### src/rtl/core_timer_axi_slave_pkg.sv
// Shared constants and types for the core timer AXI4-Lite slave: data width,
// timer register addresses, response codes and FSM state encoding.
package core_timer_axi_slave_pkg;

  localparam int          AXI_DATA_WIDTH = 32;
  localparam logic [31:0] MTIMECMP_ADDR  = 32'h0000_4000;
  localparam logic [31:0] MTIME_ADDR     = 32'h0000_BFF8;

  localparam logic [1:0]  RESP_OKAY      = 2'b00;
  localparam logic [1:0]  RESP_SLVERR    = 2'b10;

  typedef enum logic [2:0] {
    ST_IDLE,
    ST_WR_ISSUE,
    ST_WR_RESP,
    ST_RD_ISSUE,
    ST_RD_RESP
  } axi_state_e;

  // Only aligned, full-word writes reach the timer registers.
  function automatic logic wr_is_err(input logic [1:0] lsb, input logic [3:0] strb);
    return (lsb != 2'b00) || (strb != 4'hF);
  endfunction

endpackage

### src/rtl/core_timer_axi_slave.sv
// AXI4-Lite slave fronting the core timer registers: one transaction in flight,
// single-cycle register strobes, round-robin read/write arbitration.
module core_timer_axi_slave
  import core_timer_axi_slave_pkg::*;
#(
  parameter int ADDR_WIDTH = 16
) (
  input  logic                      ACLK,
  input  logic                      ARESET,
  input  logic                      AWVALID,
  output logic                      AWREADY,
  input  logic [31:0]               AWADDR,
  input  logic                      WVALID,
  output logic                      WREADY,
  input  logic [AXI_DATA_WIDTH-1:0] WDATA,
  input  logic [3:0]                WSTRB,
  output logic                      BVALID,
  input  logic                      BREADY,
  output logic [1:0]                BRESP,
  input  logic                      ARVALID,
  output logic                      ARREADY,
  input  logic [31:0]               ARADDR,
  output logic                      RVALID,
  input  logic                      RREADY,
  output logic [AXI_DATA_WIDTH-1:0] RDATA,
  output logic [1:0]                RRESP,
  output logic                      valid_reg_write,
  output logic                      valid_reg_read,
  output logic [ADDR_WIDTH-1:0]     addr,
  output logic [AXI_DATA_WIDTH-1:0] write_data,
  input  logic [AXI_DATA_WIDTH-1:0] read_data,
  input  logic                      read_data_valid
);

  axi_state_e                state_q, state_d;
  logic                      aw_held_q, w_held_q;
  logic                      last_grant_q;   // 1: last accepted transaction was a write
  logic                      grant_rd_q, grant_rd_d;
  logic [31:0]               addr_q;
  logic [AXI_DATA_WIDTH-1:0] wdata_q, rdata_q;
  logic [3:0]                wstrb_q;
  logic [1:0]                bresp_q, rresp_q;
  logic                      idle, held_any, aw_fire, w_fire, ar_fire, wr_go;
  logic                      wr_err, rd_err, unused_addr_bits;

  assign idle     = (state_q == ST_IDLE);
  assign held_any = aw_held_q | w_held_q;

  // Readies come from registered state only; the grant bit is itself a flop.
  assign AWREADY = !ARESET && idle && !aw_held_q && (held_any || !grant_rd_q);
  assign WREADY  = !ARESET && idle && !w_held_q  && (held_any || !grant_rd_q);
  assign ARREADY = !ARESET && idle && !held_any  && grant_rd_q;

  assign aw_fire = AWVALID && AWREADY;
  assign w_fire  = WVALID  && WREADY;
  assign ar_fire = ARVALID && ARREADY;
  assign wr_go   = (aw_held_q || aw_fire) && (w_held_q || w_fire);

  assign wr_err = wr_is_err(addr_q[1:0], wstrb_q);
  assign rd_err = (addr_q[1:0] != 2'b00);

  assign BVALID     = (state_q == ST_WR_RESP);
  assign RVALID     = (state_q == ST_RD_RESP);
  assign BRESP      = bresp_q;
  assign RRESP      = rresp_q;
  assign RDATA      = rdata_q;
  assign addr       = addr_q[ADDR_WIDTH-1:0];
  assign write_data = wdata_q;

  // Upper address bits are latched but intentionally never decoded.
  assign unused_addr_bits = ^addr_q;

  always_comb begin
    state_d         = state_q;
    valid_reg_write = 1'b0;
    valid_reg_read  = 1'b0;
    grant_rd_d      = last_grant_q;
    case (state_q)
      ST_IDLE: begin
        if (wr_go)        state_d = ST_WR_ISSUE;
        else if (ar_fire) state_d = ST_RD_ISSUE;
        // Steer the grant toward whichever side is requesting alone.
        if (!held_any) begin
          if (ARVALID && !(AWVALID || WVALID))      grant_rd_d = 1'b1;
          else if (!ARVALID && (AWVALID || WVALID)) grant_rd_d = 1'b0;
        end
      end
      ST_WR_ISSUE: begin
        valid_reg_write = !wr_err;
        state_d         = ST_WR_RESP;
      end
      ST_WR_RESP:  if (BREADY) state_d = ST_IDLE;
      ST_RD_ISSUE: begin
        valid_reg_read = !rd_err;
        state_d        = ST_RD_RESP;
      end
      ST_RD_RESP:  if (RREADY) state_d = ST_IDLE;
      default:     state_d = ST_IDLE;
    endcase
  end

  always_ff @(posedge ACLK or posedge ARESET) begin
    if (ARESET) begin
      state_q      <= ST_IDLE;
      aw_held_q    <= 1'b0;
      w_held_q     <= 1'b0;
      last_grant_q <= 1'b0;
      grant_rd_q   <= 1'b0;
      addr_q       <= '0;
      wdata_q      <= '0;
      wstrb_q      <= '0;
      rdata_q      <= '0;
      bresp_q      <= RESP_OKAY;
      rresp_q      <= RESP_OKAY;
    end else begin
      state_q    <= state_d;
      grant_rd_q <= grant_rd_d;
      if (aw_fire) begin
        aw_held_q <= 1'b1;
        addr_q    <= AWADDR;
      end
      if (w_fire) begin
        w_held_q <= 1'b1;
        wdata_q  <= WDATA;
        wstrb_q  <= WSTRB;
      end
      if (ar_fire) addr_q <= ARADDR;
      if (aw_fire || w_fire) last_grant_q <= 1'b1;
      else if (ar_fire)      last_grant_q <= 1'b0;
      if (BVALID && BREADY) begin
        aw_held_q <= 1'b0;
        w_held_q  <= 1'b0;
      end
      if (state_q == ST_WR_ISSUE) bresp_q <= wr_err ? RESP_SLVERR : RESP_OKAY;
      if (state_q == ST_RD_ISSUE) begin
        rresp_q <= (rd_err || !read_data_valid) ? RESP_SLVERR : RESP_OKAY;
        rdata_q <= (rd_err || !read_data_valid) ? '0 : read_data;
      end
    end
  end

endmodule

### config.mk
export PLATFORM = sky130hd
export DESIGN_NAME = core_timer_axi_slave
export DESIGN_NICKNAME = d
export VERILOG_FILES = /design/src/rtl/core_timer_axi_slave_pkg.sv /design/src/rtl/core_timer_axi_slave.sv
export SDC_FILE = /design/constraint.sdc
export NUM_CORES = 1
export LEC_CHECK = 0
export ABC_AREA = 1
export CORE_ASPECT_RATIO = 1.1
export CORE_UTILIZATION = 35
export CTS_BUF_LIST = sky130_fd_sc_hd__clkbuf_2
export CTS_CLUSTER_DIAMETER = 50
export DETAILED_ROUTE_END_ITERATION = 6
export PLACE_DENSITY = 0.79
export SYNTH_ARGS = -nofsm -noshare
export SYNTH_HDL_FRONTEND = slang
export SYNTH_SLANG_ARGS = --single-unit
export TNS_END_PERCENT = 30
### constraint.sdc
create_clock -name ACLK -period 2.9 [get_ports ACLK]
set_input_delay 0.58 -clock ACLK [delete_from_list [all_inputs] [get_ports ACLK]]
set_output_delay 0.58 -clock ACLK [all_outputs]
set_load 0.005 [all_outputs]
==> summary.txt <==
Dpl cells = 710
TritonRoute pass-1 iters = 4
Reg2reg path depth = 10
EDFF count, synth = 0
Hold path depth = 2
Worst R2R Start = state_q[0]
Ports = 231
Area Growth Syn to Fin = 58.27%
Post-CTS setup buffers = 0
Std cell rows = 39
# Max-Cap Violations = 0
Final Cell Area = 6070 um^2
Die Y = 111.8 um
LEAKAGE = 2.769 nW
Post-DP HPWL = 7468 um
Mapped Area = 3835 um^2
Min Tclk post-route = 2.659 ns
Drt initial violations = 114
Vias in the first global route = 3,638
Syn avg cell area = 9.858 um^2
Area leader, netlist = dfrtp_1
FF-to-FF End = addr_q[3]
Register area = 2328 um^2
Fin crit share = 0.9167
IR drop worst, VDD = 0.4175 mV
Root buffer cell = clkbuf_2
GP Congestion = 0.7639
CTS resizes = 0
FILL cells = 936
Grt ovf = 0
RSZ-0062 raised after global routing = false
# clock sinks = 93
Hold Buf Count CTS = 0
CTS buffer count = 9
Commonest non-fill, non-tap cells in the layout = clkdlybuf4s50_1 (194), nand2_1 (121), dfrtp_1 (92)
Final setup margin = 0.2415 ns
Antenna violations before repair = 0
Largest net degree at the start of global routing = 94
Synth area leaders = dfrtp_1 (61%), nand2_1 (12%), a32o_1 (8.4%)
Fmax = 376.1 MHz
Drt total wl = 10,690 um
Die area = 11,380 um^2
Die X-Extent = 101.8 um
Wire per inst = 14.74 um
CP Max Fanout = 4
Core area = 10,540 um^2
Slew HR = 0.6439
Clock slew at reported path FFs = 0.23 ns
Warnings from Yosys = 0
Vias/cell = 4.912
Flop2flop setup slack = 0.78 ns
Most common cell after layout, fill and taps aside = clkdlybuf4s50_1
Data arrival, critical path = 2.08 ns
Final setup violation count = 0
Clk_lat worst skew = 0.53 ns
Cells after Synth = 389
HP Class = reg2reg
CTS H-Tree Depth = 3
Top-area cell type share of the netlist area = 0.6069
Total power = 4.904 mW
Longest Clk Path Bufs = 2
Startpoint types = register
Seq cells post-synth = 93
Layout Cells excl Fill = 725
Hold Violations, Final = 0
Share of cells above drive strength 1 = 0.06014
CTS tree = yes
Total GRT Usage = 0.1938
Hold wc startpoint = wstrb_q[3]
Post-synthesis sequential area ratio = 0.6069
Dpl cell area = 5924 um^2
Global-route wire length before repair = 17,300 um
Via count = 3,561
Multi-input logic area = 1325 um^2
Pre-CTS WS = 0.2989 ns
Status = finished clean
DRC = 0
Ys async rst share = 1.000
Port Buffers = 196
Worst Skew = 0.01851 ns
Critical path required time = 2.32 ns
Worst setup path category = reg2out
Hold endpoint = wstrb_q[3]
Antenna-violating nets left = 0
Yosys cell types = 29
Max Slew Vio Count = 0
Initial Utilization = 0.3638
Power per cell area = 808.0 nW/um^2
CP Capture Type = output port
Worst Tran Pin Value = 0.5325 ns
Layout Nets = 718
ANT cells = 0
Final Hold Slack = 0.5154 ns
Synth Flop Type = dfrtp_1
TNS Setup = 0 ns
Utilization after layout = 0.5759
[critical path, cell delays in order, from the launching register on]
cell,delay [ns]
dfrtp_1,0.45
inv_1,0.13
nand3_1,0.14
nor3_1,0.24
clkdlybuf4s50_1,0.60
[flip-flops by register name (all words and copies together) (netlist names), 3 cells and up]
register    count
write_data     32
addr_q         16
wstrb_q         4
state_q         3
RDATA          32
[metal layers]
layer / global-route usage / share of wire
met1: 0.2331 / 0.41
met2: 0.3176 / 0.48
met3: 0.05775 / 0.081
met4: 0.08599 / 0.024
met5: 0 / 0
[cell usage after synthesis (3+ instances only)]
| library cell | instances |
|---|---|
| a21oi_1 | 23 |
| a32o_1 | 32 |
| buf_2 | 14 |
| clkbuf_1 | 9 |
| dfrtp_1 | 93 |
| inv_1 | 12 |
| nand2_1 | 121 |
| nand3_1 | 23 |
| nor2_1 | 3 |
| nor3_1 | 5 |
| o21ai_0 | 18 |
| o21ai_1 | 16 |
[power breakdown]
| group | total, mW | switching (mW) | internal (mW) |
|---|---|---|---|
| clock network | 0.713 | 0.433 | 0.280 |
| logic | 2.13 | 0.890 | 1.24 |
| registers | 2.06 | 0.284 | 1.78 |
[worst max-delay path by stage]
stage	start	cells past startpoint	slack [ns]	end
floorplan	ARESET	4	0.26	state_q[0]
global placement	ARESET	5	0.33	WREADY
detailed placement	ARESET	5	0.30	WREADY
CTS	w_held_q	5	0.1	WREADY
global route	state_q[2]	4	0.02	valid_reg_write
finish	state_q[2]	4	0.24	valid_reg_write
[kinds of logic after synthesis]
kind of cell	after synthesis	synth area share
compound gates	91	0.1618
other cells	1	0.0009779
flops	93	0.6069
buf+inv	42	0.04991
simple gates	162	0.1804
[cell type report]
type	instances	share of cell area
Sequential cell	93	0.3836
Clock inverter	6	0.01464
Tap cell	143	0.02948
Multi-Input combinational cell	255	0.2183
Clock buffer	9	0.007421
Timing Repair Buffer	205	0.3372
Inverter	14	0.009276
(Power assumes the default switching activity.)
